### src/rtl/mux_scan_ctrl_pkg.sv
// mux_scan_ctrl_pkg: state encodings, mode codes and mode decoding shared by the scan controller, board top and bench
package mux_scan_ctrl_pkg;
    typedef enum logic [1:0] {
        ST_IDLE   = 2'b00,
        ST_MANUAL = 2'b01,
        ST_AUTO   = 2'b10,
        ST_STEP   = 2'b11
    } state_e;
    localparam logic [1:0] MODE_MANUAL = 2'b00;
    localparam logic [1:0] MODE_AUTO   = 2'b01;
    localparam logic [1:0] MODE_STEP   = 2'b10;
    localparam logic [1:0] MODE_RSVD   = 2'b11;
    // The reserved mode code falls back to MANUAL.
    function automatic state_e mode_to_state(input logic [1:0] m);
        return m == MODE_AUTO ? ST_AUTO : m == MODE_STEP ? ST_STEP : ST_MANUAL;
    endfunction
endpackage

### src/rtl/mux_scan_ctrl_rate_divider.sv
// rate_divider: down-counter from DIV_MAX that flags zero; load restarts the period
module rate_divider #(
    parameter int          DIV_WIDTH = 26,
    parameter int unsigned DIV_MAX   = 49999999
) (
    input  logic clock,
    input  logic reset,
    input  logic load,
    output logic zero
);
    localparam logic [DIV_WIDTH-1:0] MAX = DIV_WIDTH'(DIV_MAX);
    if (64'(DIV_MAX) >= (64'd1 << DIV_WIDTH)) begin : g_div_max_chk
        $error("rate_divider: DIV_MAX does not fit in DIV_WIDTH bits");
    end
    logic [DIV_WIDTH-1:0] cnt_q, cnt_d;
    always_comb cnt_d = load ? MAX : cnt_q - DIV_WIDTH'(1);
    always_ff @(posedge clock) begin
        if (reset) cnt_q <= MAX;
        else cnt_q <= cnt_d;
    end
    assign zero = cnt_q == '0;
endmodule

### src/rtl/mux_scan_ctrl.sv
// mux_scan_ctrl: 4:1 mux select sequencer with manual, timed auto-scan and single-step modes
module mux_scan_ctrl
    import mux_scan_ctrl_pkg::*;
#(
    parameter int          DIV_WIDTH = 26,
    parameter int unsigned DIV_MAX   = 49999999
) (
    input  logic       clock,
    input  logic       reset,
    input  logic       enable,
    input  logic [1:0] mode,
    input  logic [1:0] manual_sel,
    input  logic       step,
    output logic [1:0] sel,
    output logic       tick,
    output logic       wrap,
    output logic [1:0] state
);
    state_e     state_q, state_d;
    logic [1:0] sel_q, sel_d;
    logic       tick_q, tick_d, wrap_q, wrap_d, step_q;
    logic       zero, load, stay, adv;
    rate_divider #(.DIV_WIDTH(DIV_WIDTH), .DIV_MAX(DIV_MAX)) u_div (
        .clock(clock),
        .reset(reset),
        .load (load),
        .zero (zero)
    );
    // Advances only happen while remaining in AUTO/STEP; any transition restarts the period.
    always_comb begin
        state_d = enable ? mode_to_state(mode) : ST_IDLE;
        stay    = state_d == state_q;
        adv     = stay && ((state_q == ST_AUTO && zero) || (state_q == ST_STEP && step && !step_q));
        load    = !stay || state_d != ST_AUTO || zero;
        sel_d   = state_d == ST_MANUAL ? manual_sel : sel_q + 2'(adv);
        tick_d  = adv;
        wrap_d  = adv && sel_q == 2'd3;
    end
    always_ff @(posedge clock) begin
        if (reset) begin
            state_q <= ST_IDLE;
            sel_q   <= 2'd0;
            tick_q  <= 1'b0;
            wrap_q  <= 1'b0;
            step_q  <= 1'b0;
        end else begin
            state_q <= state_d;
            sel_q   <= sel_d;
            tick_q  <= tick_d;
            wrap_q  <= wrap_d;
            step_q  <= step;
        end
    end
    assign sel   = sel_q;
    assign tick  = tick_q;
    assign wrap  = wrap_q;
    assign state = state_q;
endmodule

### config.mk
export PLATFORM = sky130hd
export DESIGN_NAME = mux_scan_ctrl
export DESIGN_NICKNAME = d
export VERILOG_FILES = /design/src/rtl/mux_scan_ctrl_pkg.sv /design/src/rtl/mux_scan_ctrl_rate_divider.sv /design/src/rtl/mux_scan_ctrl.sv
export SDC_FILE = /design/constraint.sdc
export NUM_CORES = 1
export LEC_CHECK = 0
export ABC_CLOCK_PERIOD_IN_PS = 3100
export BUFFER_PORTS_ARGS = -buffer_cell sky130_fd_sc_hd__buf_2
export CAP_MARGIN = 0
export CORE_ASPECT_RATIO = 0.9
export CORE_MARGIN = 2
export CORE_UTILIZATION = 57
export DETAILED_ROUTE_END_ITERATION = 8
export GPL_ROUTABILITY_DRIVEN = 1
export PLACE_DENSITY = 0.8
export REMOVE_ABC_BUFFERS = 1
export SLEW_MARGIN = 20
export SYNTH_ARGS = -nofsm -noshare
export SYNTH_HDL_FRONTEND = slang
export SYNTH_SLANG_ARGS = --single-unit
### constraint.sdc
create_clock -name clock -period 3.1 [get_ports clock]
set_clock_uncertainty 0.15 [all_clocks]
set_input_delay 0.465 -clock clock [delete_from_list [all_inputs] [get_ports clock]]
set_output_delay 0.465 -clock clock [all_outputs]
set_load 0.02 [all_outputs]
==> results of run 1 <==
power groups by stage:
stage	clock network [mW]	logic [mW]	registers (mW)
finish	0.238	0.0259	0.430
global route	0.267	0.0286	0.431
CTS	0.242	0.0260	0.430
detailed placement	0	0.0259	0.440
global placement	0	0.0249	0.440
floorplan	0	0.0107	0.444
path summary, 6_finish.rpt:
path         cells after the start                         to  slack, ps
max reg2reg                      7          sel[1]$_SDFF_PP0_        550
max                              7          sel[1]$_SDFF_PP0_        550
min                              2          step_q$_SDFF_PP0_        230
min reg2reg                      1  u_div.cnt_q[0]$_SDFF_PP1_        270
metal layers:
metal  up-vias  part of all wire [%]
met3         4                   4.6
li1        629                     -
met5         -                     0
met2        26                    46
met4         0                   1.4
met1       571                    48
synthesized netlist by cell type, types with 5 or more instances:
master	count
dfxtp_1	33
nand3_1	14
nor2_1	13
nand2_1	11
o31ai_1	8
or4_1	8
or3_1	7
xor2_1	7
nor3_1	5
cells by family (layout without fill, tap and decap cells):
family | after synthesis | count (layout) | synth area share [%]
flip-flops | 33 | 33 | 43.7
adder cells (fa/ha/maj) | 4 | 4 | 3.31
XOR/XNOR | 11 | 11 | 6.38
AND/OR/NAND/NOR | 84 | 84 | 33.3
multiplexers | 1 | 1 | 0.663
AO/OA/AOI/OAI | 22 | 22 | 10.4
buffers and inverters | 8 | 24 | 2.15
stage by stage:
stage               area, um^2  setup slack (ps)  cells  hold WS [ps]  power, mW
floorplan                 1490               905    159           229      0.454
global placement          1590               752    200           239      0.464
detailed placement        1590               587    200           250      0.466
CTS                       1650               576    207           218      0.698
global route              1650               352    207           205      0.726
finish                    1650               551    207           227      0.694
registers in the layout (all words and copies together), names as in the netlist:
name	flops
u_div.cnt_q	26
sel	2
state	2
step_q	1
tick	1
wrap	1
placed cells by master, fill, tap and decap left out, types with 5 or more instances in the layout:
cell,n
dfxtp_1,33
nand3_1,14
nor2_1,13
buf_2,13
nand2_1,11
or4_1,8
o31ai_1,8
or3_1,7
xor2_1,7
nor3_1,5
clkbuf_4,5
critical path, delay by kind of cell, from the launching register on:
| kind | cells | cell delay (ps) |
|---|---|---|
| simple gates | 2 | 1010 |
| compound gates | 2 | 660 |
| flops | 1 | 350 |
| fa+ha+maj | 1 | 150 |
| xor+xnor | 1 | 80 |
| buf+inv | 1 | 60 |
area by class of cell:
type / count / area share, %
clock buffers: 7 / 3.34
inverters: 4 / 0.911
flip-flops and latches: 33 / 40.1
repair buffers: 13 / 3.95
well taps: 28 / 2.13
multi-input cells: 122 / 49.6
==> run metrics, run 1 <==
Ports 14; area grow syn2layout 9.11%; register area share after synthesis 43.7%; switching part of the total 21.2%; EDFF count, synth 0; slowest CP cell nor4_2; starting density of the core 60.7%; post-synthesis instance total 163; GR Overflow Total 0; Rel. slew slack 63.0%; global-route wire length before repair 4.89 mm; GRT Util Overall 21.6%; placer congestion estimate 0.864; Syn Area/Cell 9.27 um^2; ys flop type dfxtp_1; Async S/R FF share, synth 0%; drt pass-1 iters 4; die area 0.00308 mm^2; fmax 0.392 GHz; Resize count post-CTS 0; busiest layer in global routing met2; TNS Setup 0 ps; critical path type reg -> reg; CP peak stage delay 540 ps; die height 52.8 um; HPWL after detailed placement 2.02 mm; FILL cells 210; Root Buffer clkbuf_4; share of layout cells above drive strength 1 16.8%; top post-synthesis cells by area dfxtp_1, nand3_1, xor2_1; area occupied by multi-input gates 817 um^2; CTS tree yes; Die Wd 58.3 um; clock-pin slew of the registers on the worst-case setup and hold paths 90 ps; max-cap viol count 0; Post-DRT Antenna Nets 0; post-synthesis cell area 0.00151 mm^2; hold_sp step; crit share post-route 82.2%; nets 191; Worst setup startpoint u_div.cnt_q[9]$_SDFF_PP0_; # diodes 0; Comb power frac 3.7%; Period minus WS final 2550 ps; unrepaired setup endpoints after global routing no; sequential share of power 62.0%; worst-margin pin slew 550 ps; Worst setup EP type flop; vias in the first global route 1092; WP data required 3190 ps; Final Max Tran Viols 0; clk sinks 33; port buffer count 13; Critical R2R Launch u_div.cnt_q[9]$_SDFF_PP0_; via density per instance 5.94; Leakage 0.599 nW; Hold Violations, Final 0; Inserted Clock Buffers 5; Psw 147 uW; initial antenna violation count 0; crit-path cells nor4_2, nand4b_2, o31a_1, inv_1, ha_1, xnor2_1, a211oi_1; via count 1230; final count of negative-setup-slack endpoints 0; Ys Warns 0; hold-fix buffers at CTS 0; Core Area 0.00249 mm^2; pin count of the biggest net entering global routing 19; PD cells 421 mW/mm^2; Post-Route WL 2.85 mm; FP Rows 17; status complete, no violations; Post-CTS Repair Setup Buffers 0; met1 Resource Use GR 26.7%; 1st-iter DRT viols 86; Yosys cell types 35; hold crit path type in -> reg; wire length per cell after detailed routing 13.8 um; final core occ 66.2%; crit start category flop; met3 Use GR 8.89%; area share of the largest cell type after synthesis 43.7%; Pint 546 uW; clock network power share 34.3%; M2 GR Usage 34.1%; H-Tree Depth 2; Synth area leader dfxtp_1; FF/Latch Area 661 um^2; #FFs+latches synth 33; CP Max Fanout 18; Clock Latency Late Sink 320 ps; clock tree buffer depth 2; worst vdd ir 308 uV; DRC viols 0; Arr. time, crit path 2640 ps
Note: power is estimated with default switching activity, not from simulation.
==> run 2: changes to the inputs <==
Settings changed: ABC_CLOCK_PERIOD_IN_PS 3100 to 2520.
Clock period 3.1 ns to 2.52 ns, I/O delays scaled along.
==> run metrics, run 2 (synthesis gave the netlist of run 1 again) <==
status complete, no violations (unchanged); die area 0.00308 mm^2 (unchanged); commonest non-fill, non-tap cell in the layout dfxtp_1 (unchanged); crit-path cells or4_4, nand4b_1, o31a_1, inv_1, ha_1, xnor2_1, a211oi_1 (was nor4_2, nand4b_2, o31a_1, inv_1, ha_1, xnor2_1, a211oi_1); Post-Route WL 3.16 mm (was 2.85 mm); WP data required 2620 ps (was 3190 ps); Clock Latency Late Sink 330 ps (was 320 ps); Finished Cell Area 0.00169 mm^2 (was 0.00165 mm^2); hold-fix buffers at CTS 0 (unchanged); area occupied by multi-input gates 817 um^2 (unchanged); 1st-iter DRT viols 61 (was 86); CP Max Fanout 6 (was 18); Final Hold Slack 129 ps (was 227 ps); commonest non-fill, non-tap cells in the layout dfxtp_1, nand3_1, nor2_1, buf_2, nand2_1 (unchanged); Post-CTS Repair Setup Buffers 0 (unchanged); share of layout cells above drive strength 1 19.1% (was 16.8%); FP Rows 17 (unchanged); number of flip-flops in the largest register 26 (unchanged); Final Max Tran Viols 0 (unchanged); DRC viols 0 (unchanged); Worst setup EP type flop (unchanged); Inserted Clock Buffers 5 (unchanged); worst vdd ir 431 uV (was 308 uV); CP peak stage delay 560 ps (was 540 ps); Core Area 0.00249 mm^2 (unchanged); Most flops, register u_div.cnt_q (unchanged); Rel. slew slack 66.8% (was 63.0%); via density per instance 5.97 (was 5.94); worst-margin pin slew 497 ps (was 550 ps); slowest CP cell or4_4 (was nor4_2); crit share post-route 88.1% (was 82.2%); CTS tree yes (unchanged); initial antenna violation count 0 (unchanged); Resize count post-CTS 0 (unchanged); clk sinks 33 (unchanged); total power 894 uW (was 694 uW); drt pass-1 iters 4 (unchanged); fmax 0.450 GHz (was 0.392 GHz); Placed Area 0.00162 mm^2 (was 0.00159 mm^2); Leakage 0.624 nW (was 0.599 nW); area grow syn2layout 11.6% (was 9.11%); Finished Layout Cells 211 (was 207); critical path type reg -> reg (unchanged); hold crit path type in -> reg (unchanged); # diodes 0 (unchanged); FILL cells 208 (was 210); final count of negative-setup-slack endpoints 0 (unchanged); Root Buffer clkbuf_4 (unchanged); port buffer count 13 (unchanged); pin count of the biggest net entering global routing 19 (unchanged); clock-pin slew of the registers on the worst-case setup and hold paths 100 ps (was 90 ps); PD cells 530 mW/mm^2 (was 421 mW/mm^2); vias in the first global route 1298 (was 1092); Die Wd 58.3 um (unchanged); via count 1260 (was 1230); placer congestion estimate 0.833 (was 0.864); starting density of the core 60.7% (unchanged); Arr. time, crit path 2320 ps (was 2640 ps); FF/Latch Area 661 um^2 (unchanged); wire length per cell after detailed routing 15.0 um (was 13.8 um); GR Overflow Total 0 (unchanged); Placed Cells 203 (was 200); Ports 14 (unchanged); GRT Util Overall 24.4% (was 21.6%); Hold Violations, Final 0 (unchanged); Period minus WS final 2220 ps (was 2550 ps); global-route wire length before repair 5.53 mm (was 4.89 mm); TNS Setup 0 ps (unchanged); unrepaired setup endpoints after global routing no (unchanged); max-cap viol count 0 (unchanged); Post-DRT Antenna Nets 0 (unchanged); nets 194 (was 191); crit start category flop (unchanged); H-Tree Depth 2 (unchanged); die height 52.8 um (unchanged); HPWL after detailed placement 2.29 mm (was 2.02 mm); clock tree buffer depth 2 (unchanged)
## run 2: final cells by class
type,instances,area share [%]
tap,28,2.08
clock inverter,1,0.297
timing repair buffer,16,5.20
inverter,4,0.891
clock buffer,7,3.86
multi-input combinational,122,48.5
sequential,33,39.2
## run 2: routing by layer
metal / track usage [%] / share of wire [%]
met5: 0 / 0
met2: 40.2 / 49
met3: 9.63 / 4.4
met1: 27.5 / 45
met4: 12.4 / 1.8
## run 2: per-stage QoR
step / utilization, % / setup WS (ps)
after floorplan: - / 325
after global placement: 64.9 / 390
after detailed placement: 64.9 / 310
after CTS: 67.7 / 301
after global routing: 67.7 / 124
final: 67.7 / 299
## run 2: worst paths after layout
check                                  start                   endpoint  slack (ps)  depth (start not counted)
hold reg to reg    u_div.cnt_q[0]$_SDFF_PP1_  u_div.cnt_q[0]$_SDFF_PP1_         290                          1
setup reg to reg  u_div.cnt_q[20]$_SDFF_PP1_          sel[1]$_SDFF_PP0_         300                          7
setup / recovery  u_div.cnt_q[20]$_SDFF_PP1_          sel[1]$_SDFF_PP0_         300                          7
hold / removal                 manual_sel[0]          sel[0]$_SDFF_PP0_         130                          3
## run 2: critical path: cells and delay by family, from the launching register on
kind,cells,cell delay [ps]
adders and majority gates,1,150
xor gates and xnor gates,1,70
and+or+nand+nor,2,830
DFF,1,340
AOI/OAI and AO/OA,2,550
buffers and inverters,1,70
## run 2: report_power, final
group	total (mW)	switching [mW]	internal, mW
registers	0.529	0.00316	0.526
logic	0.0327	0.0182	0.0144
clock network	0.332	0.170	0.162
